$ cat src/rtl/piso_tx_if.sv
// Parallel-in / serial-out transmitter bus: word handshake in, serial line and status out.
interface piso_tx_if #(
  parameter int unsigned WIDTH = 8
);
  logic [WIDTH-1:0] data_in;
  logic             data_valid;
  logic             data_ready;
  logic             serial_out;
  logic             busy;
  logic             done;

  modport master (
    output data_in,
    output data_valid,
    input  data_ready,
    input  serial_out,
    input  busy,
    input  done
  );

  modport slave (
    input  data_in,
    input  data_valid,
    output data_ready,
    output serial_out,
    output busy,
    output done
  );
endinterface

$ cat src/rtl/piso_tx.sv
// Serial transmitter: one-word holding register feeding a shift register.
// Frame: start (~IDLE_LEVEL), WIDTH data bits LSB first, optional even parity,
// stop (IDLE_LEVEL). serial_out and done are registered, so the line trails the FSM
// state by one cycle.
module piso_tx #(
  parameter int unsigned WIDTH      = 8,
  parameter bit          PARITY_EN  = 1'b0,
  parameter bit          IDLE_LEVEL = 1'b1
) (
  input  logic     clk_i,
  input  logic     rst_i,
  piso_tx_if.slave tx_io
);

  localparam int unsigned CntW = (WIDTH > 1) ? $clog2(WIDTH) : 1;
  localparam logic [CntW-1:0] CntLast = CntW'(WIDTH - 1);

  typedef enum logic [2:0] {
    StIdle,
    StStart,
    StData,
    StParity,
    StStop
  } state_e;

  state_e           state_q, state_d;
  logic [WIDTH-1:0] hold_q, hold_d;
  logic             hold_full_q, hold_full_d;
  logic [WIDTH-1:0] shift_q, shift_d;
  logic [CntW-1:0]  cnt_q, cnt_d;
  logic             parity_q, parity_d;
  logic             serial_q, serial_d;
  logic             done_q, done_d;
  logic             accept;
  logic             load;

  // data_ready depends only on registered state, never on data_valid.
  assign accept = tx_io.data_valid & ~hold_full_q;

  // Frame sequencing; serial_d/done_d describe the bit the line shows next cycle.
  always_comb begin
    state_d  = state_q;
    shift_d  = shift_q;
    cnt_d    = cnt_q;
    parity_d = parity_q;
    serial_d = IDLE_LEVEL;
    done_d   = 1'b0;
    load     = 1'b0;

    unique case (state_q)
      StIdle: begin
        if (hold_full_q) begin
          load    = 1'b1;
          state_d = StStart;
        end
      end
      StStart: begin
        serial_d = ~IDLE_LEVEL;
        state_d  = StData;
      end
      StData: begin
        serial_d = shift_q[0];
        shift_d  = shift_q >> 1;
        cnt_d    = cnt_q + 1'b1;
        if (cnt_q == CntLast) begin
          cnt_d   = '0;
          state_d = PARITY_EN ? StParity : StStop;
        end
      end
      StParity: begin
        serial_d = parity_q;
        state_d  = StStop;
      end
      StStop: begin
        serial_d = IDLE_LEVEL;
        done_d   = 1'b1;
        // Back-to-back frames: a buffered word starts with no idle gap.
        if (hold_full_q) begin
          load    = 1'b1;
          state_d = StStart;
        end else begin
          state_d = StIdle;
        end
      end
      default: state_d = StIdle;
    endcase

    // Parity is taken from the word as it enters the shift register.
    if (load) begin
      shift_d  = hold_q;
      parity_d = ^hold_q;
      cnt_d    = '0;
    end
  end

  // Holding register: accept only when empty, so accept and load never coincide.
  always_comb begin
    hold_d      = hold_q;
    hold_full_d = hold_full_q;
    if (load) begin
      hold_full_d = 1'b0;
    end
    if (accept) begin
      hold_d      = tx_io.data_in;
      hold_full_d = 1'b1;
    end
  end

  // State and datapath registers with asynchronous reset to an idle line.
  always_ff @(posedge clk_i or posedge rst_i) begin
    if (rst_i) begin
      state_q     <= StIdle;
      hold_q      <= '0;
      hold_full_q <= 1'b0;
      shift_q     <= '0;
      cnt_q       <= '0;
      parity_q    <= 1'b0;
      serial_q    <= IDLE_LEVEL;
      done_q      <= 1'b0;
    end else begin
      state_q     <= state_d;
      hold_q      <= hold_d;
      hold_full_q <= hold_full_d;
      shift_q     <= shift_d;
      cnt_q       <= cnt_d;
      parity_q    <= parity_d;
      serial_q    <= serial_d;
      done_q      <= done_d;
    end
  end

  assign tx_io.data_ready = ~hold_full_q;
  assign tx_io.serial_out = serial_q;
  assign tx_io.done       = done_q;
  // done_q keeps busy high while the stop bit is still on the line.
  assign tx_io.busy       = (state_q != StIdle) | hold_full_q | done_q;

endmodule

$ cat src/flat_wrapper.sv
// flat-port wrapper written by rule: the top's interface ports become plain ports
module piso_tx_flat 
#(
  parameter int unsigned WIDTH      = 8,
  parameter bit          PARITY_EN  = 1'b0,
  parameter bit          IDLE_LEVEL = 1'b1
)
  (clk_i, rst_i, tx_io_data_in, tx_io_data_valid, tx_io_data_ready, tx_io_serial_out, tx_io_busy, tx_io_done);
  piso_tx_if #(.WIDTH(WIDTH)) tx_io_i ();
  input  logic clk_i;
  input  logic rst_i;
  input wire logic [$bits(tx_io_i.data_in)-1:0] tx_io_data_in;
  input wire logic [$bits(tx_io_i.data_valid)-1:0] tx_io_data_valid;
  output wire logic [$bits(tx_io_i.data_ready)-1:0] tx_io_data_ready;
  output wire logic [$bits(tx_io_i.serial_out)-1:0] tx_io_serial_out;
  output wire logic [$bits(tx_io_i.busy)-1:0] tx_io_busy;
  output wire logic [$bits(tx_io_i.done)-1:0] tx_io_done;
  assign tx_io_i.data_in = tx_io_data_in;
  assign tx_io_i.data_valid = tx_io_data_valid;
  assign tx_io_data_ready = tx_io_i.data_ready;
  assign tx_io_serial_out = tx_io_i.serial_out;
  assign tx_io_busy = tx_io_i.busy;
  assign tx_io_done = tx_io_i.done;
  piso_tx #(.WIDTH(WIDTH), .PARITY_EN(PARITY_EN), .IDLE_LEVEL(IDLE_LEVEL)) u_core (.clk_i(clk_i), .rst_i(rst_i), .tx_io(tx_io_i));
endmodule
$ cat config.mk
export PLATFORM = sky130hd
export DESIGN_NAME = piso_tx_flat
export DESIGN_NICKNAME = d
export VERILOG_FILES = /design/src/rtl/piso_tx_if.sv /design/src/rtl/piso_tx.sv /design/src/flat_wrapper.sv
export SDC_FILE = /design/constraint.sdc
export NUM_CORES = 1
export LEC_CHECK = 0
export ABC_AREA = 1
export ABC_CLOCK_PERIOD_IN_PS = 1660
export CAP_MARGIN = 20
export CORE_ASPECT_RATIO = 1.2
export CORE_MARGIN = 5
export CORE_UTILIZATION = 53
export DETAILED_ROUTE_END_ITERATION = 16
export PLACE_DENSITY = 0.79
export SLEW_MARGIN = 0
export SYNTH_ARGS = -nofsm -noshare
export SYNTH_HDL_FRONTEND = slang
export SYNTH_SLANG_ARGS = --single-unit
$ cat constraint.sdc
create_clock -name clk_i -period 1.66 [get_ports clk_i]
set_clock_uncertainty 0.05 [all_clocks]
set_input_delay 0.249 -clock clk_i [delete_from_list [all_inputs] [get_ports clk_i]]
set_output_delay 0.249 -clock clk_i [all_outputs]
set_load 0.02 [all_outputs]
==> results of run 1 <==
==> logic make-up (layout without fill, tap and decap cells) <==
family | Yosys count | count (layout) | synth area share, %
AO/OA/AOI/OAI | 20 | 20 | 9.43
XOR/XNOR | 1 | 1 | 0.710
adder cells (fa/ha/maj) | 2 | 2 | 2.03
buffers and inverters | 21 | 40 | 7.30
flip-flops | 26 | 26 | 52.8
multiplexers | 2 | 2 | 1.83
AND/OR/NAND/NOR | 69 | 69 | 25.9
==> synth_stat cells (all sizes together) <==
library cell,n
a21oi,7
a22o,1
a31oi,1
and2,1
buf,2
dfrtp,25
dfstp,1
ha,2
inv,19
mux2,2
nand2,41
nand3,4
nor2,19
nor3,3
o211ai,1
o21ai,5
o221ai,1
o22ai,4
or2,1
xnor2,1
==> power by group through the flow <==
stage	sequential, mW	combinational [mW]	clock, mW
floorplan	1.16	1.11	0
global placement	1.16	1.42	0
detailed placement	1.17	1.47	0
CTS	1.16	1.46	0.434
global route	1.20	1.66	0.462
finish	1.16	1.46	0.431
==> state kept, by name (all words and copies together), names as in the netlist <==
register / flops
u_core.state_q: 3
u_core.shift_q: 8
u_core.tx_io.done: 1
u_core.parity_q: 1
u_core.tx_io.serial_out: 1
u_core.cnt_q: 3
u_core.hold_q: 8
u_core.hold_full_q: 1
==> cell type report <==
cell class                      instances  area [um2]
Clock buffer                            3        22.5
Clock inverter                          1        30.0
Fill cell                             198         790
Inverter                               19        73.8
Multi-Input combinational cell         94         492
Sequential cell                        26         652
Tap cell                               31        38.8
Timing Repair Buffer                   17         160
==> metal layers <==
layer	track usage (%)	part of all wire, %
met1	16.9	43
met2	24.4	51
met3	2.39	3.8
met4	6.54	1.7
met5	0	0
==> per-stage QoR <==
step	total power, mW	hold WS, ns
floorplan	2.27	0.238
global placement	2.58	0.415
detailed placement	2.64	0.424
CTS	3.05	0.213
global route	3.32	0.229
finish	3.05	0.203
==> tightest hold or removal path, stage by stage <==
cell             delay [ns]
clkdlybuf4s50_1        0.40
inv_1                  0.05
buf_4                  0.30
==> final timing paths <==
kind | end | cells after the start | start
setup / recovery | tx_io_done | 1 | u_core.tx_io.done$_DFF_PP0_
hold / removal | u_core.cnt_q[2]$_DFFE_PP0P_ | 3 | rst_i
setup reg to reg | u_core.shift_q[3]$_DFFE_PP0P_ | 7 | u_core.state_q[1]$_DFFE_PP0P_
hold reg to reg | u_core.parity_q$_DFFE_PP0N_ | 2 | u_core.parity_q$_DFFE_PP0N_
max in group asynchronous | u_core.tx_io.serial_out$_DFF_PP1_ | 3 | rst_i
min in group clk_i | u_core.hold_q[3]$_DFFE_PP0P_ | 3 | tx_io_data_in[3]
==> what timing repair did <==
action                                  CTS  global route
cloned                                    0             0
endpoints found under the setup margin    3             1
gates resized for setup                   3             1
==> key figures, run 1 <==
Clock tree
  – Clock sinks: 26
  – Root Buffer: clkbuf_4
  – Clk Latency, worst-skew pair: ~0.32 ns
  – Post-CTS Setup Bufs: 0
  – CTS tree: done
  – # hold bufs at CTS: 0
  – CTS Buf Count: 3
  – CTS max path bufs: 2
  – Clock transition at path regs: between 0.1 and 0.15 ns
  – H-tree depth: 1

Run status
  – Status: finished, final reports clean

Detailed routing
  – Per-cell routed wire length: between 10 and 15 um
  – Remaining antenna violation count: 0
  – Vias/cell: 5.11
  – Detailed Routing Iterations Pass 1: 4
  – DRC: 0
  – Starting DRT DRC Count: 29
  – Vias: 976
  – WL final: about 2200 um

Logic synthesis
  – Area of the mapped netlist: 1230 um2
  – Synth Register Bits: 26
  – Distinct cells, synth: 29
  – Post-Syn Nets: 154
  – Synth top area cells: dfrtp_1 (51%), nand2_1 (11%), inv_1 (5.2%), nor2_1 (4.9%), a21oi_1 (2.8%)
  – Yosys warns: 0
  – Synth top area share: 50.7%
  – Mapped Cells: 141
  – Avg Cell Area, Syn: 8.75 um2
  – Yosys top cell by area: dfrtp_1
  – Sequential area share after synthesis: a little over half

STA
  – Final setup viols: 0
  – Least-Margin Pin Slew: approximately 0.32 ns
  – Final Hold Viols: 0
  – Crit path time final: approximately 1.6 ns
  – Post-route setup slack: 0.0760 ns
  – F_max: around 0.63 GHz
  – Fin crit share: 95.4%
  – Headroom to the max-slew limit: about four fifths
  – Setup TNS: 0 ns
  – Max Slew Vio Count: 0
  – RSZ-0062 raised after global routing: no

Placed design
  – GP Congestion: 0.770
  – Post-Place Cells: 187
  – Setup WS pre-CTS: 0.203 ns
  – Placed inst area: about 1400 um2
  – I/O Buffers: 14
  – Detailed Place HPWL: 1580 um

Setup path
  – CP arrival: 1.28 ns
  – Critical path's slowest cell: clkdlybuf4s50_1
  – CP cell instances: clkdlybuf4s50_1
  – Worst Setup Start Kind: flip-flop
  – CP Class: flip-flop to output pin
  – Worst path bufs/invs: 1
  – Worst Path Max Fanout: 2
  – Worst EP required: 1.36 ns
  – CP top delay family: buffers and inverters
  – Critical Path End Type: output pin
  – Crit path largest cell delay: 0.60 ns
  – R2R Setup Slk: 0.25 ns

Worst hold path
  – Worst hold path class: primary input to async pin

Die
  – Die Wd: 54.0 um
  – Ports: 15
  – Die Ht: 62.9 um
  – Die Area: 3400 um2
  – Initial core utilization: 54.6%
  – Row count: 19
  – Area of the core: 2260 um2

Pwr
  – Combinational power share: 47.9%
  – Maximum vdd drop: 1270 uV
  – Sequential group share of total power: 37.9%
  – Leak pwr: 0.747 nW
  – Clock Power Share: around 14%
  – Int Power: 1.77 mW
  – Net Sw Power: between 1 and 1.5 mW
  – Switch share: 41.9%
  – PD cells: roughly 2100 nW/um2

GRT
  – Initial antenna violation count: 0
  – First-pass GRT wire length: 3640 um
  – Pin count of the biggest net entering global routing: 27
  – Gr usage total: between 10% and 20%
  – Grt total ovfl: 0
  – Vias in the first global route: 884

Flow run
  – Max-cap violations: 0

Layout
  – Final Util: approximately 65%
  – Highest-count cells in the layout ignoring fill and taps: nand2_1 (37), dfrtp_1 (25), inv_1 (17)
  – Most common cell after layout, fill and taps aside: nand2_1
  – ANT cells: 0
  – Final Non-Filler Cells: 191
  – Fin nets: about 170
  – Post-route cell area: 1470 um2
  – Share of layout cells above drive strength 1: 12.5%
  – Area grow syn2layout: 19.1%
Note: power is estimated with default switching activity, not from simulation.
==> run 2: changes to the inputs <==
--- a/config.mk
+++ b/config.mk
@@ -11,8 +11,11 @@
 export CORE_ASPECT_RATIO = 1.2
 export CORE_MARGIN = 5
 export CORE_UTILIZATION = 53
+export CTS_CLUSTER_DIAMETER = 40
 export DETAILED_ROUTE_END_ITERATION = 16
 export PLACE_DENSITY = 0.79
+export SETUP_SLACK_MARGIN = 0.2
+export SKIP_CTS_REPAIR_TIMING = 1
 export SLEW_MARGIN = 0
 export SYNTH_ARGS = -nofsm -noshare
 export SYNTH_HDL_FRONTEND = slang
==> key figures, run 2 (synthesized netlist as in run 1, its figures left out) <==
Layout
  – Share of layout cells above drive strength 1: 12.5% (unchanged)
  – Most common cell after layout, fill and taps aside: nand2_1
  – Final Non-Filler Cells: 191 (unchanged)
  – Fillers: 198 (unchanged)
  – Area grow syn2layout: 20.1%
  – ANT cells: 0 (unchanged)
  – Fin nets: 174 (unchanged)
  – Final Util: 65.6% (+0.55 points)
  – Highest-count cells in the layout ignoring fill and taps: nand2_1 (37), dfrtp_1 (25), inv_1 (17)
  – Largest registers: u_core.hold_q (8), u_core.shift_q (8)

STA
  – F_max: 0.675 GHz (+6.9%)
  – Fin crit share: 89.3% (-6.1 points)
  – Headroom to the max-slew limit: 78.7% (-0.11 points)
  – Final setup viols: 0 (unchanged)
  – RSZ-0062 raised after global routing: yes
  – Least-Margin Pin Slew: 0.319 ns (+0.00161 ns)
  – Setup TNS: 0 ns (unchanged)
  – Final Hold Viols: 0 (unchanged)
  – Max Slew Vio Count: 0 (unchanged)
  – Crit path time final: 1.48 ns (-0.102 ns)

Worst hold path
  – Worst hold path class: primary input to async pin

Detailed routing
  – Vias/cell: 5.12 (+0.10%)
  – Per-cell routed wire length: 11.4 um (+1.3%)
  – Vias: 977 (+0.10%)
  – Starting DRT DRC Count: 29 (unchanged)
  – Remaining antenna violation count: 0 (unchanged)
  – DRC: 0 (unchanged)
  – Detailed Routing Iterations Pass 1: 4 (unchanged)
  – WL final: 2180 um (+1.3%)

Setup path
  – R2R depth: 7 (unchanged)
  – Worst Setup Start Kind: flip-flop
  – Worst EP required: 1.36 ns (about the same)
  – Critical Path End Type: output pin
  – R2R Setup Slk: 0.25 ns (about the same)
  – R2R Path End: u_core.shift_q[3]$_DFFE_PP0P_
  – CP Class: flip-flop to output pin
  – CP arrival: 1.18 ns (-0.10 ns)
  – Worst Path Max Fanout: 3 (+1)
  – R2R Path Start: u_core.state_q[1]$_DFFE_PP0P_

Clock tree
  – H-tree depth: 1 (unchanged)
  – CTS max path bufs: 2 (unchanged)
  – Clk Latency, worst-skew pair: 0.32 ns (about the same)
  – Root Buffer: clkbuf_4
  – CTS Buf Count: 3 (unchanged)
  – CTS tree: done
  – Clock transition at path regs: 0.14 ns (about the same)
  – Clock sinks: 26 (unchanged)

GRT
  – Initial antenna violation count: 0 (unchanged)
  – First-pass GRT wire length: 3640 um (unchanged)
  – Vias in the first global route: 884 (unchanged)
  – Gr usage total: 14.3% (unchanged)
  – Grt total ovfl: 0 (unchanged)
  – Pin count of the biggest net entering global routing: 27 (unchanged)

Die
  – Die Ht: 62.9 um (unchanged)
  – Die Area: 3400 um2 (unchanged)
  – Die Wd: 54.0 um (unchanged)
  – Area of the core: 2260 um2 (unchanged)
  – Ports: 15 (unchanged)
  – Initial core utilization: 54.6% (unchanged)
  – Row count: 19 (unchanged)

Pwr
  – Leak pwr: 0.779 nW (+4.2%)
  – Maximum vdd drop: 1270 uV (about the same)
  – PD cells: 2070 nW/um2 (-0.40%)

Flow run
  – Max-cap violations: 0 (unchanged)

Run status
  – Status: finished, final reports clean

Placed design
  – Detailed Place HPWL: 1580 um (unchanged)
  – Post-Place Cells: 187 (unchanged)
  – I/O Buffers: 14 (unchanged)
  – GP Congestion: 0.770 (unchanged)
[run 2: changes by cell type in the layout (fill, tap and decap cells not counted), sizes merged]
cell | previous run | this run
clkdlybuf4s15 | 1 | 0
dlymetal6s2s | 0 | 4
clkdlybuf4s50 | 11 | 10
dlygate4sd2 | 2 | 0
[run 2: worst max path at each step]
stage	from	to	slack (ns)	cells past startpoint
after global placement	u_core.hold_full_q$_DFFE_PP0P_	tx_io_busy	0.21	3
final	u_core.hold_full_q$_DFFE_PP0P_	tx_io_busy	0.18	3
after CTS	u_core.hold_full_q$_DFFE_PP0P_	tx_io_busy	-0.16	3
after detailed placement	u_core.hold_full_q$_DFFE_PP0P_	tx_io_busy	0.20	3
after floorplan	u_core.state_q[1]$_DFFE_PP0P_	u_core.shift_q[5]$_DFFE_PP0P_	0.49	5
after global routing	u_core.hold_full_q$_DFFE_PP0P_	tx_io_busy	0.1	3
[run 2: cell type report]
| cell class | instances | area, um2 | share of cell area [%] |
|---|---|---|---|
| inverter | 19 | 73.8 | 4.98 |
| sequential | 26 | 652 | 44.0 |
| multi-input combinational | 94 | 492 | 33.2 |
| clock inverter | 1 | 30.0 | 2.03 |
| clock buffer | 3 | 22.5 | 1.52 |
| tap | 31 | 38.8 | 2.62 |
| timing repair buffer | 17 | 173 | 11.7 |
[run 2: metal layers]
metal | routed length, um | track usage, %
met1 | 916 | 16.9
met2 | 1120 | 24.4
met3 | 104 | 2.39
met4 | 36 | 6.54
met5 | 0 | 0
[run 2: power by group]
group | internal, mW | switching (mW)
clock | 0.244 | 0.186
sequential | 0.949 | 0.207
combinational | 0.591 | 0.886
total | 1.78 | 1.28
[run 2: metrics by stage]
| step | area (um2) | setup WS, ns | total power, mW | hold WS, ns |
|---|---|---|---|---|
| after floorplan | 1230 | 0.488 | 2.27 | 0.238 |
| after global placement | 1420 | 0.211 | 2.58 | 0.415 |
| after detailed placement | 1420 | 0.203 | 2.64 | 0.424 |
| after CTS | 1470 | -0.161 | 3.08 | 0.213 |
| after global routing | 1480 | 0.0969 | 3.33 | 0.229 |
| final | 1480 | 0.178 | 3.06 | 0.206 |
[run 2: critical path, stage by stage (launching register included)]
cell	delay, ns
dfrtp_1	0.43
nor3_1	0.17
nand2_1	0.06
dlymetal6s2s_1	0.20
